### src/rtl/fetch_aligner.sv
// rtl/fetch_aligner.sv - RV32IC fetch aligner: word fetch, halfword buffer, whole-instruction output
module fetch_aligner #(
    parameter logic [31:0] RESET_PC = 32'h0000_0000
) (
    input  logic        clk,
    input  logic        rst_n,
    output logic        fetch_req_o,
    output logic [31:0] fetch_addr_o,
    input  logic        fetch_rvalid_i,
    input  logic [31:0] fetch_rdata_i,
    input  logic        redirect_i,
    input  logic [31:0] redirect_pc_i,
    output logic        instr_valid_o,
    input  logic        instr_ready_i,
    output logic [31:0] instr_o,
    output logic [31:0] instr_pc_o,
    output logic        instr_c_o
);

    localparam logic [31:0] PC0 = RESET_PC & ~32'h1;
    localparam logic [31:0] FA0 = RESET_PC & ~32'h3;

    logic [15:0] hw_q [3];
    logic [15:0] hw_d [3];
    logic [1:0]  cnt_q, cnt_cons, cnt_d;
    logic [31:0] buf_pc_q, faddr_q;
    logic        outstanding_q, discard_q, skip_low_q;
    logic        is_c, consume, rsp, append, issue, overflow;

    assign is_c          = hw_q[0][1:0] != 2'b11;
    assign instr_c_o     = (cnt_q != 2'd0) && is_c;
    assign instr_valid_o = instr_c_o || ((cnt_q >= 2'd2) && !is_c);
    assign instr_o       = !instr_valid_o ? 32'h0 :
                           (is_c ? {16'h0000, hw_q[0]} : {hw_q[1], hw_q[0]});
    assign instr_pc_o    = buf_pc_q;

    assign consume = instr_valid_o && instr_ready_i;
    assign rsp     = fetch_rvalid_i && outstanding_q;
    assign append  = rsp && !discard_q;

    // Consume shifts first, then the response lands at the reduced count.
    always_comb begin
        hw_d     = hw_q;
        cnt_cons = cnt_q;
        overflow = 1'b0;
        if (consume) begin
            if (is_c) begin
                hw_d[0]  = hw_q[1];
                hw_d[1]  = hw_q[2];
                cnt_cons = cnt_q - 2'd1;
            end else begin
                hw_d[0]  = hw_q[2];
                cnt_cons = cnt_q - 2'd2;
            end
        end
        cnt_d = cnt_cons;
        if (append) begin
            if (skip_low_q) begin
                case (cnt_cons)
                    2'd0:    hw_d[0] = fetch_rdata_i[31:16];
                    2'd1:    hw_d[1] = fetch_rdata_i[31:16];
                    2'd2:    hw_d[2] = fetch_rdata_i[31:16];
                    default: overflow = 1'b1;
                endcase
                cnt_d = cnt_cons + 2'd1;
            end else begin
                case (cnt_cons)
                    2'd0: begin
                        hw_d[0] = fetch_rdata_i[15:0];
                        hw_d[1] = fetch_rdata_i[31:16];
                    end
                    2'd1: begin
                        hw_d[1] = fetch_rdata_i[15:0];
                        hw_d[2] = fetch_rdata_i[31:16];
                    end
                    default: overflow = 1'b1;
                endcase
                cnt_d = cnt_cons + 2'd2;
            end
        end
    end

    assign issue = !outstanding_q && !redirect_i && (cnt_cons <= 2'd1);

    always_ff @(posedge clk or negedge rst_n) begin
        if (!rst_n) begin
            hw_q          <= '{default: 16'h0};
            cnt_q         <= 2'd0;
            buf_pc_q      <= PC0;
            faddr_q       <= FA0;
            skip_low_q    <= RESET_PC[1];
            outstanding_q <= 1'b0;
            discard_q     <= 1'b0;
            fetch_req_o   <= 1'b0;
            fetch_addr_o  <= FA0;
        end else if (redirect_i) begin
            // A response still in flight stays tracked so it can be dropped on arrival.
            cnt_q         <= 2'd0;
            buf_pc_q      <= redirect_pc_i & ~32'h1;
            faddr_q       <= redirect_pc_i & ~32'h3;
            skip_low_q    <= redirect_pc_i[1];
            discard_q     <= outstanding_q && !fetch_rvalid_i;
            outstanding_q <= outstanding_q && !fetch_rvalid_i;
            fetch_req_o   <= 1'b0;
        end else begin
            hw_q        <= hw_d;
            cnt_q       <= cnt_d;
            fetch_req_o <= issue;
            if (consume) begin
                buf_pc_q <= buf_pc_q + (is_c ? 32'd2 : 32'd4);
            end
            if (rsp) begin
                outstanding_q <= 1'b0;
                if (discard_q) begin
                    discard_q <= 1'b0;
                end else begin
                    skip_low_q <= 1'b0;
                end
            end
            if (issue) begin
                outstanding_q <= 1'b1;
                fetch_addr_o  <= faddr_q;
                faddr_q       <= faddr_q + 32'd4;
            end
        end
    end

    assert property (@(posedge clk) disable iff (!rst_n) !(overflow && !redirect_i));

endmodule

### config.mk
export PLATFORM = sky130hd
export DESIGN_NAME = fetch_aligner
export DESIGN_NICKNAME = d
export VERILOG_FILES = /design/src/rtl/fetch_aligner.sv
export SDC_FILE = /design/constraint.sdc
export NUM_CORES = 1
export LEC_CHECK = 0
export CELL_PAD_IN_SITES_DETAIL_PLACEMENT = 1
export CELL_PAD_IN_SITES_GLOBAL_PLACEMENT = 1
export CORE_UTILIZATION = 35
export CTS_CLUSTER_SIZE = 16
export DETAILED_ROUTE_END_ITERATION = 6
export HOLD_SLACK_MARGIN = 0.06
export MAX_ROUTING_LAYER = met4
export PLACE_DENSITY_LB_ADDON = 0.1
export SLEW_MARGIN = 20
export SYNTH_ARGS = -nofsm -noshare
export SYNTH_HDL_FRONTEND = slang
export SYNTH_SLANG_ARGS = --single-unit
### constraint.sdc
create_clock -name clk -period 3.09 [get_ports clk]
set_clock_uncertainty 0.05 [all_clocks]
set_input_delay 0.7725 -clock clk [delete_from_list [all_inputs] [get_ports clk]]
set_output_delay 0.7725 -clock clk [all_outputs]
set_load 0.03 [all_outputs]
# Yosys cells after proc, flatten, opt, wreduce, memory -nomap -nowiden
# Cells that the tools add are included.
classes:
  magnitude_cmp: 2
  add_sub_neg: 6
  eq_ne: 5
  n_reduce_logical: 24
  n_mux: 31
  n_bitwise: 1
op_table:
  columns: ["operator", "count"]
  rows:
  - ["$mux W32", 7]
  - ["$mux W16", 7]
  - ["$mux W48", 2]
  - ["$add A32 B3 Y32", 1]
  - ["$add A32 B3 Y32 const B", 1]
  - ["$pmux W16 S2", 1]
  - ["$mux W2", 5]
  - ["$reduce_bool A2 Y1", 5]
  - ["$logic_and A1 B1 Y1", 8]
  - ["$mux W1", 8]
  - ["$logic_not A1 Y1", 5]
  - ["$ne A2 B2 Y1 const B", 2]
  - ["$reduce_and A2 Y1", 2]
  - ["$reduce_and A4 Y1", 1]
  - ["$mux W3", 1]
  - ["$reduce_bool A3 Y1", 1]
  - ["$add A2 B1 Y2 const B", 1]
  - ["$add A2 B2 Y2 const B", 1]
  - ["$eq A2 B1 Y1 const B", 1]
  - ["$eq A2 B2 Y1 const B", 1]
  - ["$ge A2 B2 Y1 const B", 1]
  - ["$le A2 B1 Y1 const B", 1]
  - ["$logic_not A2 Y1", 1]
  - ["$ne A2 B1 Y1 const B", 1]
  - ["4 further kinds", 4]
totals:
  in_bits: 69
  out_inout_bits: 99
  ff_bits: 150
  wordCells: 80

# Depth between registers and ports, before layout
# Gate-level depths: netlist of run 1.
logic_depth:
  depth_word: 10
  depth_mapped: 15
  mapped_depth_nobuf: 13

# Least setup slack after synthesis of run 1
# Ideal clock, no wire load.
synth_path:
  kind: "register to register"
  from: "register cnt_q[1]"
  to: "register fetch_addr_o[10]"
  n_path_buf: 2
  synth_period_minus_slack_ps: 3234
  slack_ps: -144
  arrival_time_ps: 3059
  setup_time_ps: 125
  required_time_ps: 2915
  path_stages_with_launch: 15
  path_cell_list: "dfrtp_1 inv_1 ha_1 a21o_1 inv_2 nand2_4 buf_4 xnor2_1 inv_1 ha_1 or3_1 nand3_4 nor3_4 buf_6 mux2_4"
synth_between:
  elab_chain_len: 8
  elab_cells_between_ends: 13
  classes_between: "add/sub: 2; order compare: 2; mux: 2; reduce/logical: 7"
synth_rtl:
  columns: ["element", "line_no", "text"]
  rows:
  - ["from (decl)", "25", "logic [1:0] cnt_q, cnt_cons, cnt_d;"]
  - ["from (signal assigned)", "107", "cnt_q <= cnt_d;"]
  - ["$reduce_bool A2 Y1", "31", "assign instr_c_o = (cnt_q != 2'd0) && is_c;"]
  - ["$logic_and A1 B1 Y1", "31", null]
  - ["via instr_c_o", "17", "output logic instr_c_o"]
  - ["$logic_or A1 B1 Y1", "32", "assign instr_valid_o = instr_c_o || ((cnt_q >= 2'd2) && !is_c);"]
  - ["$logic_and A1 B1 Y1", "37", "assign consume = instr_valid_o && instr_ready_i;"]
  - ["$mux W2", "46", "if (consume) begin"]
  - ["$le A2 B1 Y1", "83", "assign issue = !outstanding_q && !redirect_i && (cnt_cons <= 2'd1);"]
  - ["$logic_and A1 B1 Y1", "83", null]
  - ["$reduce_and A2 Y1 (no line)", null, null]
  - ["to (signal assigned)", "122", "fetch_addr_o <= faddr_q;"]
  - ["to (decl)", "8", "output logic [31:0] fetch_addr_o,"]
# The timed path passes the listed nets, and every way through them passes these cells.
# A chain may end at the register's enable or synchronous reset.

# Final worst setup path of run 1
layout_path:
  from: "register cnt_q[1]"
  to: "output port instr_o[4]"
layout_between:
  elab_chain_len: 4
  elab_cells_between_ends: 6
  classes_between: "order compare: 1; mux: 1; reduce/logical: 4"
layout_rtl:
  columns: ["element", "line_no", "text"]
  rows:
  - ["$ge A2 B2 Y1 or $reduce_bool A2 Y1 (tied branches)", "32, 31", null]
  - ["$logic_and A1 B1 Y1 (on tied branches)", "32, 31", null]
  - ["$logic_or A1 B1 Y1 *", "32", null]
  - ["$mux W32 *", "33", "assign instr_o = !instr_valid_o ? 32'h0 :"]
  - ["to (decl)", "15", "output logic [31:0] instr_o,"]
# Mark *: on every way between the ends. The rest lies on a longest branch, timed or not.

==> metrics, run 1 <==
maximum vdd drop=0.523 mV; async set-reset flop share out of synthesis=100%; Worst setup SP type=flip-flop; Total Die Area=25700 sq um; slew at the pin with the worst max-slew slack=870 ps; 1st-pass router iterations=4; Final ANT Viol Nets=0; register bit count reported by yosys=145; kind of critical path=flip-flop to primary output; static power due to leakage=4.75 nW; Die Wd=160 um; number of antenna violations at the first check in global routing=0; Core Box Area=24500 sq um; register share of total power=28.6%; ys flop type=dfrtp_1; capturing element type of the critical path=primary output; Highest Clock Rate=334 MHz; post-route setup TNS=0 ps; buffer cell driving the clock tree root=clkbuf_16; CTS Buf Count=17; Post-Route WL=30300 um; clock power share=18.4%; total clock sinks=145; post-synthesis cell count=892; arrival time of data at the critical path endpoint=2170 ps; overall global routing resource usage=24.9%; combinational power share=53.0%; Yosys warning count=0; Skew-Pair Late Insertion Delay=430 ps; number of synthesized flops with an enable pin=0; outcome=finished clean; Max Root-Sink Buffers=2; DRC errors left=0; crit path max fanout=16; Power Density=945 nW/um^2; IO buf count=163; Antenna Diode Count=0; Synth Area per Inst=9.82 sq um; number of levels in the clock H-tree=4; DIE HEIGHT=160 um; total of fill cells in the finished design=2710; Reg clk slew, reported paths=70 ps; cell area after synthesis=8760 sq um; via density per instance=5.75; count of boundary I/O pins=168; setup repair after global routing missed its margin=false; Hold WC Path Type=primary input to async pin; count of standard-cell rows=57; highest-count cells in the layout ignoring fill and taps=145 x dfrtp_1, 127 x clkdlybuf4s50_1, 66 x nor2_1, 58 x buf_4, 52 x nand2_1; critical path required time=2270 ps; Sw Ratio=43.4%; aggregate global routing overflow=0; vias in the first global route=8243; number of endpoints with negative hold slack in the final report=0; most common library cell in the layout ignoring fill and taps=dfrtp_1; Switching Power=4.75 mW; final cell utilization of the core=47.4%; final worst-path cycle share=96.9%; synth-to-layout area growth=32.4%; share of cells above drive strength 1=19.7%; number of library cell types mapped by synthesis=74; pin count of the biggest net entering global routing=60; initial standard-cell utilization of the core=35.8%; number of slew-limit violations in the final report=0; average wire per cell in the routed design=21.6 um; half-perimeter wire length of the detailed placement result=21300 um; number of DRC markers in iteration 0=420; total via count in the routed design=8059; net count reported at finish=1141; GPL Wtd Cong=0.805; share of synthesized area occupied by flip-flops and latches=41.4%; Final Setup Violations=0; internal power of the cells=6.21 mW; worst-case headroom to the max-slew limit=42.0%; CTS tree=done; reg2reg path depth=13; first-pass GRT wire length=48300 um; max cap viols=0; Tmin final=2990 ps
-- logic make-up (layout without fill, tap and decap cells) --
kind of cell,Yosys count,count (layout),share of synthesized area [%]
AO/OA/AOI/OAI,204,204,17.2
XOR/XNOR,25,25,2.50
adder cells (fa/ha/maj),7,7,1.00
buffers and inverters,88,272,4.79
flip-flops,145,145,41.4
multiplexers,86,86,11.9
other,1,3,0.0428
AND/OR/NAND/NOR,336,336,21.1
-- power by group through the flow --
stage / Combinational (mW) / Clock (mW) / Sequential [mW]
after floorplan: 3.20 / 0 / 3.43
after global placement: 5.71 / 0 / 3.15
after detailed placement: 5.79 / 0 / 3.16
after CTS: 5.76 / 2.05 / 3.14
after global routing: 6.20 / 2.12 / 3.24
final: 5.81 / 2.01 / 3.13
-- synth_stat cells (all sizes together), types with 3 or more instances --
| cell | number | area (sq um) |
|---|---|---|
| or2 | 3 | 18.8 |
| o32ai | 16 | 140 |
| inv | 18 | 67.6 |
| o2bb2ai | 3 | 26.3 |
| a31oi | 12 | 75.1 |
| a21boi | 6 | 45.1 |
| o21ai | 8 | 40.0 |
| a21oi | 36 | 184 |
| mux2 | 66 | 845 |
| nand3 | 39 | 213 |
| nand2b | 11 | 68.8 |
| dfrtp | 145 | 3630 |
| nor2 | 66 | 248 |
| and4 | 7 | 63.8 |
| and3 | 28 | 175 |
| a22o | 16 | 140 |
| or4 | 11 | 86.3 |
| nor3 | 44 | 241 |
| a221oi | 17 | 149 |
| mux2i | 20 | 200 |
| clkbuf | 40 | 150 |
| o22ai | 16 | 100 |
| and2 | 22 | 138 |
| a211oi | 29 | 218 |
| xnor2 | 20 | 175 |
| xor2 | 5 | 43.8 |
| ha | 7 | 87.6 |
| nand2 | 53 | 206 |
| o31ai | 13 | 97.6 |
| nand4 | 16 | 113 |
| buf | 29 | 198 |
| or3 | 4 | 25.0 |
| nor4 | 22 | 163 |
| o31a | 17 | 149 |
-- flip-flops by register name (all words and copies together), names as in the netlist --
signal / count
cnt_q: 2
discard_q: 1
instr_pc_o: 31
fetch_addr_o: 30
outstanding_q: 1
fetch_req_o: 1
hw_q: 48
skip_low_q: 1
faddr_q: 30
-- worst paths after layout --
path,start,endpoint,slack (ps)
max in group asynchronous,rst_n,hw_q[21],1920
min in group clk,hw_q[43],hw_q[43],450
worst min-delay path,rst_n,hw_q[26],250
worst max-delay path,cnt_q[1],instr_o[4],100
worst max register to register,cnt_q[1],hw_q[0],180
worst min register to register,hw_q[43],hw_q[43],450
-- cell type report --
cell class              count  area (sq um)  area share, %
clock inverters            15           124           1.07
repair buffers            221          2190           18.9
multi-input cells         661          4760           41.0
well taps                 324           405           3.50
clock buffers              17           425           3.67
inverters                  19          71.3          0.615
flip-flops and latches    145          3630           31.3
-- stage by stage --
stage	worst slack [ps]	cells	power [mW]	hold slack (ps)	cell area, sq um
floorplan	46.2	894	6.63	414	8780
global placement	-333	1368	8.86	432	11100
detailed placement	-389	1368	8.95	439	11100
CTS	6.19	1400	11.0	292	11600
global route	2.20	1402	11.6	291	11600
finish	95.6	1402	11.0	253	11600
-- layer usage --
metal / wire length, um / vias to the layer above / GRT usage, %
met5: 0 / - / -
met4: 433 / 0 / 6.19
met3: 1290 / 36 / 3.92
met2: 14100 / 212 / 38.4
met1: 14400 / 4095 / 34.1
li1: - / 3716 / -
-- worst max-delay path, stage by stage, from the launching register on --
cell and delay (ps):
dfrtp_1 410, inv_1 140, ha_1 220, a21bo_1 300
buf_12 190, and3_1 160, clkdlybuf4s15_1 330
-- timing repair --
item                       4_1_cts  5_1_grt
pin swaps                        0        1
resized for setup               14       29
buffers inserted                 0        2
hold buffers                     0        0
setup endpoints to repair       14       27
(Power assumes the default switching activity.)
==> inputs of run 2 (changes only) <==
--- a/config.mk
+++ b/config.mk
@@ -7,12 +7,14 @@
 export LEC_CHECK = 0
 export CELL_PAD_IN_SITES_DETAIL_PLACEMENT = 1
 export CELL_PAD_IN_SITES_GLOBAL_PLACEMENT = 1
+export CORE_MARGIN = 3
 export CORE_UTILIZATION = 35
 export CTS_CLUSTER_SIZE = 16
 export DETAILED_ROUTE_END_ITERATION = 6
 export HOLD_SLACK_MARGIN = 0.06
 export MAX_ROUTING_LAYER = met4
 export PLACE_DENSITY_LB_ADDON = 0.1
+export REMOVE_ABC_BUFFERS = 1
 export SLEW_MARGIN = 20
 export SYNTH_ARGS = -nofsm -noshare
 export SYNTH_HDL_FRONTEND = slang
==> metrics, run 2 (synthesis gave the netlist of run 1 again) <==
outcome=finished clean (unchanged); critical register-to-register path endpoint=faddr_q[5] (was hw_q[0]); worst r2r src=cnt_q[1] (unchanged); count of standard-cell rows=57 (unchanged); Largest register FFs=48 (unchanged); reg2reg path depth=13 (unchanged); most common library cell in the layout ignoring fill and taps=dfrtp_1 (unchanged); maximum vdd drop=0.437 mV (was 0.523 mV); fin area=11700 sq um (was 11600 sq um); Highest Clock Rate=330 MHz (was 334 MHz); final worst-path cycle share=98.0% (was 96.9%); net count reported at finish=1143 (was 1141); Die Wd=164 um (was 160 um); aggregate global routing overflow=0 (unchanged); CTS Buf Count=17 (unchanged); average wire per cell in the routed design=21.7 um (was 21.6 um); via density per instance=5.62 (was 5.75); Core Box Area=24500 sq um (unchanged); Power Density=956 nW/um^2 (was 945 nW/um^2); internal reg-to-reg setup slack=160 ps (was 180 ps); 1st-pass router iterations=4 (unchanged); DRC errors left=0 (unchanged); static power due to leakage=4.82 nW (was 4.75 nW); power after layout=11.2 mW (was 11.0 mW); cell area after placement=11000 sq um (was 11100 sq um); CTS tree=done (unchanged); capturing element type of the critical path=flip-flop (was primary output); Reg clk slew, reported paths=70 ps (about the same); Worst setup SP type=primary input (was flip-flop); Skew-Pair Late Insertion Delay=430 ps (about the same); Post-Layout Cell Count=1404 (was 1402); number of antenna violations at the first check in global routing=0 (unchanged); max cap viols=0 (unchanged); highest-count cells in the layout ignoring fill and taps=145 x dfrtp_1, 127 x clkdlybuf4s50_1, 65 x nor2_1, 58 x buf_4, 52 x nand2_1 (was 145 x dfrtp_1, 127 x clkdlybuf4s50_1, 66 x nor2_1, 58 x buf_4, 52 x nand2_1); final cell utilization of the core=47.9% (was 47.4%); pin count of the biggest net entering global routing=57 (was 60); total of fill cells in the finished design=2724 (was 2710); Largest Register=hw_q (unchanged); Post-Route WL=30400 um (was 30300 um); crit path max fanout=8 (was 16); number of endpoints with negative hold slack in the final report=0 (unchanged); Final Setup Violations=0 (unchanged); Antenna Diode Count=0 (unchanged); number of slew-limit violations in the final report=0 (unchanged); vias in the first global route=8298 (was 8243); Post-CTS Hold Fix Bufs=0 (unchanged); share of cells above drive strength 1=19.1% (was 19.7%); critical path required time=3350 ps (was 2270 ps); Hold WC Path Type=primary input to async pin (unchanged); GPL Wtd Cong=0.821 (was 0.805); Max Root-Sink Buffers=2 (unchanged); arrival time of data at the critical path endpoint=3290 ps (was 2170 ps); sequential cell area=3630 sq um (unchanged); synth-to-layout area growth=33.8% (was 32.4%); IO buf count=163 (unchanged); number of DRC markers in iteration 0=435 (was 420); final worst slack=62.7 ps (was 95.6 ps); number of levels in the clock H-tree=4 (unchanged); total clock sinks=145 (unchanged); half-perimeter wire length of the detailed placement result=20900 um (was 21300 um); kind of critical path=primary input to flip-flop (was flip-flop to primary output); placed cell count=1370 (was 1368); first-pass GRT wire length=48300 um (about the same); DIE HEIGHT=164 um (was 160 um); overall global routing resource usage=23.7% (was 24.9%); worst-case setup slack after placement=-496 ps (was -389 ps); initial standard-cell utilization of the core=35.8% (unchanged); Total Die Area=27000 sq um (was 25700 sq um); slew at the pin with the worst max-slew slack=627 ps (was 870 ps); Tmin final=3030 ps (was 2990 ps); count of boundary I/O pins=168 (unchanged); total via count in the routed design=7897 (was 8059); Final ANT Viol Nets=0 (unchanged); worst-case headroom to the max-slew limit=58.2% (was 42.0%); buffer cell driving the clock tree root=clkbuf_16 (unchanged); area taken by multi-input logic gates=4780 sq um (was 4760 sq um)
## run 2: cell count changes in the layout (fill, tap and decap cells not counted), moves of 2 or more
cell | previous run | this run
buf_12 | 17 | 15
buf_6 | 2 | 4
bufinv_16 | 0 | 3
clkbuf_2 | 10 | 1
clkdlybuf4s15_1 | 2 | 0
dlygate4sd2_1 | 2 | 15
inv_6 | 6 | 4
## run 2: area by class of cell
| class | count | share of cell area (%) |
|---|---|---|
| clock buffer | 19 | 3.78 |
| clock inverter | 13 | 1.51 |
| inverter | 19 | 0.619 |
| multi-input combinational | 661 | 40.8 |
| sequential | 145 | 31.0 |
| tap | 324 | 3.46 |
| timing repair buffer | 223 | 18.9 |
## run 2: metal layers
layer,vias up,global-route usage (%),routed length [um]
li1,3717,-,-
met1,4002,34.1,15000
met2,153,36.2,14200
met3,25,2.98,931
met4,0,4.84,317
met5,-,-,0
## run 2: report_power, final
group	internal [mW]	leakage, nW	switching [mW]
clock	1.31	0.293	0.912
sequential	2.53	1.72	0.597
combinational	2.66	2.80	3.19
## run 2: worst max path at each step
stage	slack, ps	from	to	cells past startpoint
5_1_grt	-50	instr_ready_i	faddr_q[5]	12
3_5_place_dp	-500	instr_ready_i	faddr_q[21]	12
4_1_cts	6	instr_ready_i	faddr_q[15]	12
2_1_floorplan	-1160	cnt_q[1]	fetch_addr_o[2]	12
3_3_place_gp	-390	instr_ready_i	faddr_q[5]	11
6_report	60	instr_ready_i	faddr_q[5]	12
## run 2: repair_timing
action	in CTS	in global routing
endpoints found under the setup margin	33	93
buffers inserted	0	2
gates resized for setup	19	17
pin swaps	0	2
## run 2: through the flow
stage               setup TNS, ps  hold slack [ps]
floorplan                  -49490              415
global placement           -28860              433
detailed placement         -33930              436
CTS                             0              300
global route                -58.2              314
finish                          0              286
## run 2: critical path, stage by stage
cell and delay, ps:
clkdlybuf4s50_1 510, inv_1 80, or3_1 360, and3_1 220, ha_4 190, buf_4 150, a211oi_2 170, buf_4 170
nor4_2 50, buf_4 190, and3b_1 160, o31a_1 270
==> inputs of run 3 (changes only) <==
--- a/config.mk
+++ b/config.mk
@@ -15,6 +15,7 @@
 export MAX_ROUTING_LAYER = met4
 export PLACE_DENSITY_LB_ADDON = 0.1
 export REMOVE_ABC_BUFFERS = 1
+export SKIP_CTS_REPAIR_TIMING = 1
 export SLEW_MARGIN = 20
 export SYNTH_ARGS = -nofsm -noshare
 export SYNTH_HDL_FRONTEND = slang
==> metrics, run 3 (synthesis gave the netlist of run 1 again) <==
outcome=finished clean (unchanged); Max Root-Sink Buffers=2 (unchanged); count of boundary I/O pins=168 (unchanged); Highest Clock Rate=332 MHz (was 330 MHz); pin count of the biggest net entering global routing=57 (unchanged); DIE HEIGHT=164 um (unchanged); net count reported at finish=1144 (was 1143); 1st-pass router iterations=4 (unchanged); critical path required time=3350 ps (about the same); arrival time of data at the critical path endpoint=3270 ps (was 3290 ps); number of antenna violations at the first check in global routing=0 (unchanged); Post-Layout Cell Count=1405 (was 1404); GRT met1 Usage=34.0% (was 34.1%); slew at the pin with the worst max-slew slack=629 ps (was 627 ps); average wire per cell in the routed design=21.6 um (was 21.7 um); Power Density=956 nW/um^2 (about the same); number of endpoints with negative hold slack in the final report=0 (unchanged); met2 usage in global routing=36.2% (unchanged); IO buf count=163 (unchanged); power after layout=11.2 mW (about the same); overall global routing resource usage=23.7% (about the same); maximum vdd drop=0.455 mV (was 0.437 mV); cell area after placement=11000 sq um (unchanged); max cap viols=0 (unchanged); Post-Route WL=30400 um (about the same); Final ANT Viol Nets=0 (unchanged); share of cells above drive strength 1=19.0% (was 19.1%); busiest grt layer=met2 (unchanged); total via count in the routed design=7906 (was 7897); most common library cell in the layout ignoring fill and taps=dfrtp_1 (unchanged); setup repair after global routing missed its margin=true; half-perimeter wire length of the detailed placement result=20900 um (unchanged); placed cell count=1370 (unchanged); GPL Wtd Cong=0.821 (unchanged); capturing element type of the critical path=flip-flop (unchanged); Skew-Pair Late Insertion Delay=430 ps (about the same); final cell utilization of the core=48.1% (was 47.9%); CTS Buf Count=17 (unchanged); count of standard-cell rows=57 (unchanged); Die Wd=164 um (unchanged); DRC errors left=0 (unchanged); fin area=11800 sq um (was 11700 sq um); Hold WC Path Type=primary input to async pin (unchanged); Largest Register=hw_q (unchanged); initial standard-cell utilization of the core=35.8% (unchanged); number of levels in the clock H-tree=4 (unchanged); Antenna Diode Count=0 (unchanged); Core Box Area=24500 sq um (unchanged); Worst setup SP type=primary input (unchanged); first-pass GRT wire length=48300 um (about the same); final worst-path cycle share=97.5% (was 98.0%); crit path max fanout=7 (was 8); met3 capacity usage during global routing=2.98% (unchanged); CTS tree=done (unchanged); worst-case headroom to the max-slew limit=58.1% (was 58.2%); total clock sinks=145 (unchanged); static power due to leakage=5.02 nW (was 4.82 nW); kind of critical path=primary input to flip-flop (unchanged); internal reg-to-reg setup slack=170 ps (was 160 ps); buffer cell driving the clock tree root=clkbuf_16 (unchanged); highest-count cells in the layout ignoring fill and taps=145 x dfrtp_1, 127 x clkdlybuf4s50_1, 65 x nor2_1, 61 x buf_4, 51 x nand2_1 (was 145 x dfrtp_1, 127 x clkdlybuf4s50_1, 65 x nor2_1, 58 x buf_4, 52 x nand2_1); vias in the first global route=8299 (was 8298); number of slew-limit violations in the final report=0 (unchanged); Final Setup Violations=0 (unchanged); Largest register FFs=48 (unchanged); number of DRC markers in iteration 0=384 (was 435); post-route setup TNS=0 ps (unchanged); aggregate global routing overflow=0 (unchanged); Tmin final=3010 ps (was 3030 ps); synth-to-layout area growth=34.4% (was 33.8%); Total Die Area=27000 sq um (unchanged); via density per instance=5.63 (was 5.62); Reg clk slew, reported paths=60 ps (was 70 ps); reg2reg path depth=13 (unchanged)
run 3: cell count changes in the layout (fill, tap and decap cells not counted), moves of 2 or more:
cell / delta
buf_4: +3
buf_6: -2
dlygate4sd2_1: -15
dlymetal6s2s_1: +16
run 3: path summary, 6_finish.rpt:
| kind | from | endpoint |
|---|---|---|
| worst max-delay path | instr_ready_i | faddr_q[4] |
| worst min-delay path | rst_n | hw_q[37] |
| worst max register to register | cnt_q[0] | faddr_q[4] |
| worst min register to register | hw_q[46] | hw_q[46] |
| max in group asynchronous | rst_n | faddr_q[15] |
| min in group clk | hw_q[46] | hw_q[46] |
run 3: per-layer routing:
| metal | part of all wire (%) | vias up |
|---|---|---|
| met5 | 0 | - |
| met4 | 1.1 | 0 |
| met3 | 3.3 | 27 |
| met2 | 47 | 166 |
| met1 | 49 | 3993 |
| li1 | - | 3720 |
run 3: through the flow:
stage,setup slack [ps],hold WS (ps)
final,76.0,279
after global routing,-35.5,314
after CTS,-329,300
after detailed placement,-496,436
after global placement,-387,433
after floorplan,-1160,415
run 3: where the power goes:
part	internal, mW	switching (mW)	total, mW
registers	2.53	0.595	3.13
clock network	1.31	0.913	2.23
logic	2.70	3.19	5.90
total	6.55	4.70	11.2
run 3: critical path, cell delays in order:
cell and delay, ps:
clkdlybuf4s50_1 510, inv_1 80, or3_1 360, and3_1 200, ha_2 210, buf_4 160
a211oi_2 170, buf_4 170, nor4_2 40, buf_4 180, buf_4 130, o311a_1 280
run 3: final cells by class:
type	count	area (sq um)
Clock inverter	13	176
Fill cell	2714	12700
Tap cell	324	405
Multi-Input combinational cell	661	4760
Inverter	19	72.6
Clock buffer	19	443
Sequential cell	145	3630
Timing Repair Buffer	224	2280
